$ cat src/rtl/mantissa_align_if.sv
// Handshake/data bundle between the exponent subtractor, the alignment
// stage and the significand adder.
//   upstream   : in_valid/in_ready, sig_a, sig_b, exp_disc, shift_spaces,
//                exp_value, out_sign
//   downstream : out_valid/out_ready, big_sig, small_sig, exp_q, sign_q,
//                swapped
// master = the surrounding pipeline (drives operands and out_ready),
// slave  = the alignment stage.
interface mantissa_align_if #(
  parameter int MANT_WIDTH = 23,
  parameter int EXP_WIDTH  = 8
);
  logic                  in_valid;
  logic                  in_ready;
  logic [MANT_WIDTH:0]   sig_a;
  logic [MANT_WIDTH:0]   sig_b;
  logic [1:0]            exp_disc;
  logic [4:0]            shift_spaces;
  logic [EXP_WIDTH-1:0]  exp_value;
  logic                  out_sign;

  logic                  out_valid;
  logic                  out_ready;
  logic [MANT_WIDTH+3:0] big_sig;
  logic [MANT_WIDTH+3:0] small_sig;
  logic [EXP_WIDTH-1:0]  exp_q;
  logic                  sign_q;
  logic                  swapped;

  modport master (
    output in_valid, sig_a, sig_b, exp_disc, shift_spaces, exp_value, out_sign,
    output out_ready,
    input  in_ready, out_valid, big_sig, small_sig, exp_q, sign_q, swapped
  );

  modport slave (
    input  in_valid, sig_a, sig_b, exp_disc, shift_spaces, exp_value, out_sign,
    input  out_ready,
    output in_ready, out_valid, big_sig, small_sig, exp_q, sign_q, swapped
  );
endinterface

$ cat src/rtl/mantissa_align_stage.sv
// Mantissa alignment stage, downstream of the exponent subtractor.
// Picks the larger-exponent significand as big_sig and right-shifts the
// other one by shift_spaces, at most SHIFT_STEP bits per cycle, folding every
// bit shifted out into the sticky bit (small_sig[0]). Bits [2:0] of small_sig
// are guard/round/sticky; big_sig carries three zero bits in the same place.
// Ports:
//   clk    rising-edge clock
//   rst_n  asynchronous active-low reset
//   bus    mantissa_align_if.slave (operand in / aligned pair out handshake)
module mantissa_align_stage #(
  parameter int MANT_WIDTH = 23,
  parameter int EXP_WIDTH  = 8,
  parameter int SHIFT_STEP = 8
) (
  input  logic            clk,
  input  logic            rst_n,
  mantissa_align_if.slave bus
);
  localparam int W = MANT_WIDTH + 4;
  // shift amounts never exceed 31, so a step above that behaves like 31
  localparam logic [5:0] STEP_C = (SHIFT_STEP >= 31) ? 6'd31 : SHIFT_STEP[5:0];

  typedef enum logic [1:0] {IDLE, SHIFT, DONE} state_t;

  state_t               state, state_nxt;
  logic [4:0]           remaining, rem_in, rem_nxt, k;
  logic [W-1:0]         big_r, small_r, small_shifted, lost_mask;
  logic [EXP_WIDTH-1:0] exp_r;
  logic                 sign_r, swapped_r;
  logic                 accept, use_b;

  assign accept = bus.in_valid & bus.in_ready;
  // 00 -> B has the larger exponent; 11 (equal) and 01 (illegal) never shift
  assign use_b  = (bus.exp_disc == 2'b00);
  assign rem_in = bus.exp_disc[0] ? 5'd0 : bus.shift_spaces;

  // per-cycle shift: k = min(remaining, step); lost bits OR into sticky
  always_comb begin
    k = remaining;
    if ({1'b0, remaining} > STEP_C) k = STEP_C[4:0];
    rem_nxt          = remaining - k;
    lost_mask        = ~({W{1'b1}} << k);
    small_shifted    = small_r >> k;
    small_shifted[0] = small_shifted[0] | (|(small_r & lost_mask));
  end

  // FSM: state register
  always_ff @(posedge clk or negedge rst_n) begin
    if (!rst_n) state <= IDLE;
    else        state <= state_nxt;
  end

  // FSM: next state
  always_comb begin
    state_nxt = state;
    case (state)
      IDLE:    if (accept) state_nxt = (rem_in != 5'd0) ? SHIFT : DONE;
      SHIFT:   if (rem_nxt == 5'd0) state_nxt = DONE;
      DONE:    if (bus.out_ready) state_nxt = IDLE;
      default: state_nxt = IDLE;
    endcase
  end

  // FSM: outputs; in_ready stays low while reset is held
  always_comb begin
    bus.in_ready  = rst_n && (state == IDLE);
    bus.out_valid = (state == DONE);
  end

  // datapath: loads on accept, shifts in SHIFT, otherwise holds
  always_ff @(posedge clk or negedge rst_n) begin
    if (!rst_n) begin
      big_r     <= '0;
      small_r   <= '0;
      exp_r     <= '0;
      sign_r    <= 1'b0;
      swapped_r <= 1'b0;
      remaining <= '0;
    end else if (accept) begin
      big_r     <= {(use_b ? bus.sig_b : bus.sig_a), 3'b000};
      small_r   <= {(use_b ? bus.sig_a : bus.sig_b), 3'b000};
      exp_r     <= bus.exp_value;
      sign_r    <= bus.out_sign;
      swapped_r <= use_b;
      remaining <= rem_in;
    end else if (state == SHIFT) begin
      small_r   <= small_shifted;
      remaining <= rem_nxt;
    end
  end

  assign bus.big_sig   = big_r;
  assign bus.small_sig = small_r;
  assign bus.exp_q     = exp_r;
  assign bus.sign_q    = sign_r;
  assign bus.swapped   = swapped_r;
endmodule
$ cat src/flat_wrapper.sv
// flat-port wrapper written by rule: the top's interface ports become plain ports
module mantissa_align_stage_flat 
#(
  parameter int MANT_WIDTH = 23,
  parameter int EXP_WIDTH  = 8,
  parameter int SHIFT_STEP = 8
)
  (clk, rst_n, bus_in_valid, bus_sig_a, bus_sig_b, bus_exp_disc, bus_shift_spaces, bus_exp_value, bus_out_sign, bus_out_ready, bus_in_ready, bus_out_valid, bus_big_sig, bus_small_sig, bus_exp_q, bus_sign_q, bus_swapped);
  mantissa_align_if #(.MANT_WIDTH(MANT_WIDTH), .EXP_WIDTH(EXP_WIDTH)) bus_i ();
  input  logic clk;
  input  logic rst_n;
  input wire logic [$bits(bus_i.in_valid)-1:0] bus_in_valid;
  input wire logic [$bits(bus_i.sig_a)-1:0] bus_sig_a;
  input wire logic [$bits(bus_i.sig_b)-1:0] bus_sig_b;
  input wire logic [$bits(bus_i.exp_disc)-1:0] bus_exp_disc;
  input wire logic [$bits(bus_i.shift_spaces)-1:0] bus_shift_spaces;
  input wire logic [$bits(bus_i.exp_value)-1:0] bus_exp_value;
  input wire logic [$bits(bus_i.out_sign)-1:0] bus_out_sign;
  input wire logic [$bits(bus_i.out_ready)-1:0] bus_out_ready;
  output wire logic [$bits(bus_i.in_ready)-1:0] bus_in_ready;
  output wire logic [$bits(bus_i.out_valid)-1:0] bus_out_valid;
  output wire logic [$bits(bus_i.big_sig)-1:0] bus_big_sig;
  output wire logic [$bits(bus_i.small_sig)-1:0] bus_small_sig;
  output wire logic [$bits(bus_i.exp_q)-1:0] bus_exp_q;
  output wire logic [$bits(bus_i.sign_q)-1:0] bus_sign_q;
  output wire logic [$bits(bus_i.swapped)-1:0] bus_swapped;
  assign bus_i.in_valid = bus_in_valid;
  assign bus_i.sig_a = bus_sig_a;
  assign bus_i.sig_b = bus_sig_b;
  assign bus_i.exp_disc = bus_exp_disc;
  assign bus_i.shift_spaces = bus_shift_spaces;
  assign bus_i.exp_value = bus_exp_value;
  assign bus_i.out_sign = bus_out_sign;
  assign bus_i.out_ready = bus_out_ready;
  assign bus_in_ready = bus_i.in_ready;
  assign bus_out_valid = bus_i.out_valid;
  assign bus_big_sig = bus_i.big_sig;
  assign bus_small_sig = bus_i.small_sig;
  assign bus_exp_q = bus_i.exp_q;
  assign bus_sign_q = bus_i.sign_q;
  assign bus_swapped = bus_i.swapped;
  mantissa_align_stage #(.MANT_WIDTH(MANT_WIDTH), .EXP_WIDTH(EXP_WIDTH), .SHIFT_STEP(SHIFT_STEP)) u_core (.clk(clk), .rst_n(rst_n), .bus(bus_i));
endmodule
$ cat config.mk
export PLATFORM = sky130hd
export DESIGN_NAME = mantissa_align_stage_flat
export DESIGN_NICKNAME = d
export VERILOG_FILES = /design/src/rtl/mantissa_align_if.sv /design/src/rtl/mantissa_align_stage.sv /design/src/flat_wrapper.sv
export SDC_FILE = /design/constraint.sdc
export NUM_CORES = 1
export LEC_CHECK = 0
export BUFFER_PORTS_ARGS = -buffer_cell sky130_fd_sc_hd__buf_2
export CAP_MARGIN = 0
export CORE_MARGIN = 2
export CORE_UTILIZATION = 40
export DETAILED_ROUTE_END_ITERATION = 16
export PLACE_DENSITY_LB_ADDON = 0.12
export SLEW_MARGIN = 40
export SYNTH_ARGS = -nofsm -noshare
export SYNTH_HDL_FRONTEND = slang
export SYNTH_SLANG_ARGS = --single-unit
export TNS_END_PERCENT = 5
$ cat constraint.sdc
create_clock -name clk -period 5.55 [get_ports clk]
set_clock_uncertainty 0.15 [all_clocks]
set_input_delay 0.2775 -clock clk [delete_from_list [all_inputs] [get_ports clk]]
set_output_delay 0.2775 -clock clk [all_outputs]
set_load 0.005 [all_outputs]
# After elaboration in Yosys (flattened, before gate mapping)
# Cells that the tools add are included.
[op_classes]
reduce_logical = 8
magnitude_cmp = 1
bitwise = 4
n_mux = 13
n_addsub = 1
n_eq_ne = 5
n_shift = 2
[op_table]
columns = ["op", "count"]
rows = [
  ["$mux 27", 2],
  ["$mux 24", 2],
  ["$and 27x27->27", 1],
  ["$not 27->27", 1],
  ["$reduce_or 27->1", 1],
  ["$shl 27x5->27 const A", 1],
  ["$shr 27x5->27", 1],
  ["$mux 5", 4],
  ["$mux 2", 4],
  ["$pmux 2 s3", 1],
  ["$gt 5x4->1 const B", 1],
  ["$logic_not 5->1", 1],
  ["$reduce_bool 5->1", 1],
  ["$sub 5x5->5", 1],
  ["$logic_not 2->1", 2],
  ["$ne 2x1->1 const B", 2],
  ["$reduce_and 3->1", 1],
  ["$eq 2x1->1 const B", 1],
  ["$eq 2x2->1 const B", 1],
  ["$ne 2x2->1 const B", 1],
  ["$reduce_bool 2->1", 1],
  ["$and 1x1->1", 1],
  ["$logic_and 1x1->1", 1],
  ["$or 1x1->1", 1],
]
[totals]
word_cells = 41
in_bits = 68
ff_bits = 68
out_inout_bits = 66

# Longest topological paths before layout
[logic_depth]
depth_word = 9
ltp_mapped = 11
mapped_depth_nobuf = 7

# Worst setup path before layout
# OpenSTA, ideal clock, no wires.
[synth_timing]
path_kind = "register to register"
startpoint = "register u_core.remaining[3]"
endpoint = "register u_core.state[1]"
stages_incl_launch_ff = 12
required_ps = 5305
slack_ps = 3107
arrival_time_ps = 2198
path_buffers = 4
setup_time_ps = 95
period_less_slack_ps = 2443
cell_sequence = "dfrtp_1 > buf_2 > or2_1 > buf_2 > buf_2 > buf_2 > nand2_1 > ha_1 > o311a_1 > a21oi_1 > a31oi_1 > o31ai_1"
[synth_via]
elab_chain_cells = 6
[synth_lines]
columns = ["element", "line", "text"]
rows = [
  ["start: declaration", "mantissa_align_stage.sv:26", "logic [4:0] remaining, rem_in, rem_nxt, k;"],
  ["start signal: assignment", "mantissa_align_stage.sv:85", "remaining <= rem_in;"],
  ["start signal: assignment", "mantissa_align_stage.sv:88", "remaining <= rem_nxt;"],
  ["$gt 5x4->1", "mantissa_align_stage.sv:40", "if ({1'b0, remaining} > STEP_C) k = STEP_C[4:0];"],
  ["$mux 5", "mantissa_align_stage.sv:40", ""],
  ["$sub 5x5->5 *", "mantissa_align_stage.sv:41", "rem_nxt = remaining - k;"],
  ["$logic_not 5->1 *", "mantissa_align_stage.sv:58", "SHIFT: if (rem_nxt == 5'd0) state_nxt = DONE;"],
  ["$ne 2x1->1 (no line) *", "-", ""],
  ["$reduce_and 3->1 (no line) *", "-", ""],
  ["end signal: assignment", "mantissa_align_stage.sv:50", "else state <= state_nxt;"],
  ["end: declaration", "mantissa_align_stage.sv:25", "state_t state, state_nxt;"],
]
# Mark *: on every way between the ends. The rest lies on a longest branch, timed or not.
# A chain may end at the register's enable or synchronous reset.

# Final worst setup path
[layout_timing]
startpoint = "input rst_n"
endpoint = "register u_core.small_r[9] (netlist: u_core.bus.small_sig[9])"
[layout_via]
elab_chain_cells = 3
word_cells_on_any_way = 4
cone_classes = "mux (1); bitwise (1); reduce/logical (2)"
[layout_lines]
columns = ["element", "line", "text"]
rows = [
  ["start: declaration", "flat_wrapper.sv:11", "input logic rst_n;"],
  ["$logic_and 1x1->1 *", "mantissa_align_stage.sv:66", "bus.in_ready = rst_n && (state == IDLE);"],
  ["$and 1x1->1 *", "mantissa_align_stage.sv:32", "assign accept = bus.in_valid & bus.in_ready;"],
  ["$mux 27 / $reduce_bool 2->1 (equally long branches)", "-", ""],
  ["end signal: assignment", "mantissa_align_stage.sv:81", "small_r <= {(use_b ? bus.sig_a : bus.sig_b), 3'b000};"],
  ["end signal: assignment", "mantissa_align_stage.sv:87", "small_r <= small_shifted;"],
  ["end: declaration", "mantissa_align_stage.sv:27", "logic [W-1:0] big_r, small_r, small_shifted, lost_mask;"],
]
# Marked as above.

==> results.md <==
* Status: finished clean
* Die Width at about 110 um
* Nets at 772
* Synthesis Warnings at 0
* Global-route wire length before repair at 27000 um
* #FFs+latches synth at 68
* Seq/Total Area, Yosys at 0.362
* Period utilization at 0.524
* Final GP Congestion at 0.933
* Global-route usage over all layers at 0.270
* TritonRoute pass-1 iters at 5
* Synth Cell Area at 4690 sq um
* Fmax achieved at 0.344 GHz
* Die Area at 12600 sq um
* DRT iter0 DRCs at 549
* Vias in the first global route at around 4800
* Wirelength per Cell at around 20 um
* Leak Pwr at 2.59 nW
* Total power at 3.31 mW
* Setup Viol. Count Final at 0
* Max IR drop VDD at 0.267 mV
* Slew @ Worst Pin at about 0.78 ns
* Asr flop ratio synth at 1.00
* Worst setup EP type: register
* Num CTS Buffers at 9
* CTS tree: yes
* CP startpoint kind: input port
* Hold Fails Final Rpt at 0
* Post-synth EDFFs at 0
* WL final at 16900 um
* WS Path Type: input port to register
* Vias at 5145
* Cells after Synth at roughly 600
* Initial antenna violation count at 1
* Pwr per Cell Area at 577 nW/um^2
* Crit path DAT at 2.97 ns
* Synth Flop Type: dfrtp_1
* Via density at 6.05
* Setup repair bufs after CTS at 0
* # DRC at 0
* Top-count cell post-synth: nand2_1
* Overflow after GRT at 0
* Crit path required time at 5.61 ns
* IO Count at 134
* Period minus WS final at 2.91 ns
* Largest net degree at the start of global routing at 73
* Chip Height at 112 um
* Total negative slack at 0 ns
* Layout cells sized above 1 at 0.250
* Core area at 11400 sq um
* Worst hold path class: input port to register
* Layout area overhead at 22.4%
* Starting Density at 0.411
* Clock sinks at 68
* Clock slew at the register clock pins of the worst setup and hold paths at 0.06 ns
* Post-synth top cells: nand2_1, dfrtp_1, nor2_1
* Final core occ at 0.503
* Longest Clk Path Bufs at 2
* Ant. Diodes at 0
* Root Buffer: clkbuf_16
* Clock Latency Late Sink at 0.35 ns
* Pins Over Slew Limit at 0
* Post-synthesis average cell area at 7.85 sq um
* Max-slew headroom at 0.478
* HPWL Detailed at between 10000 and 15000 um
* H-tree depth at 3
* Synth cell types at 67
* Top-area cell type share of the netlist area at 0.362
* Maxcap violations at 0
* Final ANT Viol Nets at 0
* Yosys top cell by area: dfrtp_1
* Synth area leaders: dfrtp_1, nand2_1, a31oi_1, a21oi_1, nor2_1
* Worst setup margin at 2.64 ns
* Input/output buffers at 130
* Pre-CTS WS at 2.85 ns
* Rows at 39
* Unrepaired setup endpoints after global routing: no
* Worst-path fanout max at 22
==> sequential cells by signal, summed over array words and instances (netlist names) <==
name                  cells
u_core.bus.big_sig       24
u_core.bus.sign_q         1
u_core.bus.swapped        1
u_core.state              2
u_core.remaining          5
u_core.bus.small_sig     27
u_core.bus.exp_q          8
==> cell families after synthesis <==
group,after synthesis,share of synthesized area
adder cells (fa/ha/maj),1,0.00266
AND/OR/NAND/NOR,258,0.237
AO/OA/AOI/OAI,182,0.262
multiplexers,29,0.0749
other,2,0.00160
flip-flops,68,0.362
buffers and inverters,58,0.0589
==> power breakdown <==
part	leakage (nW)	total [mW]	internal (mW)	switching (mW)
combinational	1.64	1.65	0.721	0.926
sequential	0.812	1.10	0.723	0.380
clock	0.133	0.565	0.310	0.255
total	2.59	3.31	1.75	1.56
==> path summary, 6_finish.rpt <==
check,from,endpoint,slack [ns],cells past startpoint
setup / recovery,rst_n,u_core.bus.small_sig[9]$_DFFE_PN0P_,2.64,8
hold / removal,bus_shift_spaces[4],u_core.remaining[4]$_DFFE_PN0P_,0.04,3
setup reg to reg,u_core.remaining[1]$_DFFE_PN0P_,u_core.bus.small_sig[15]$_DFFE_PN0P_,2.80,5
hold reg to reg,u_core.bus.exp_q[7]$_DFFE_PN0P_,u_core.bus.exp_q[7]$_DFFE_PN0P_,0.33,2
max in group asynchronous,rst_n,u_core.bus.big_sig[3]$_DFFE_PN0P_,3.84,3
min in group asynchronous,rst_n,u_core.bus.exp_q[7]$_DFFE_PN0P_,0.29,2
==> stage by stage <==
| step | hold slack, ns | instance area [sq um] | instances |
|---|---|---|---|
| after floorplan | -0.168 | 4700 | 600 |
| after global placement | 0.109 | 5350 | 825 |
| after detailed placement | 0.110 | 5360 | 825 |
| after CTS | 0.0298 | 5750 | 851 |
| after global routing | 0.0388 | 5750 | 851 |
| final | 0.0352 | 5750 | 851 |
==> what timing repair did <==
action	in CTS	in global routing
hold buffers	10	0
resized for setup	0	0
hold endpoints to repair	25	0
==> worst max-delay path, stage by stage <==
cell	delay (ns)
dlygate4sd3_1	0.53
buf_2	0.42
nand4bb_1	0.68
buf_4	0.49
nand3_1	0.12
o211ai_1	0.12
o21ai_0	0.17
o21ai_0	0.14
==> metal layers <==
metal  track usage  wire [um]  share of wire
met5             0          0              0
met4        0.0943        346          0.020
met2         0.381       7210           0.43
met1         0.397       7360           0.44
met3        0.0756       1980           0.12
==> cells in the final DEF, fill, tap and decap left out, types with 6 or more instances in the layout <==
master           n
buf_4            8
dfrtp_1         67
nand3_1         13
buf_2          130
a221o_1         11
and2_1           6
dlygate4sd3_1   10
clkbuf_16        9
nor2_1          50
a22oi_1          7
nand2_1        154
o221ai_1         7
mux2_2           6
mux2i_1         19
a21oi_1         40
o21ai_0         27
a211oi_1        10
a31oi_1         38
==> area by class of cell <==
class                   count  area, sq um
fillers                  1140         5670
repair buffers            148          811
well taps                 143          179
inverters                   2         7.51
clock buffers               9          225
multi-input cells         474         2760
flip-flops and latches     68         1700
clock inverters             7         58.8
Power figures use the tool's default switching activity.
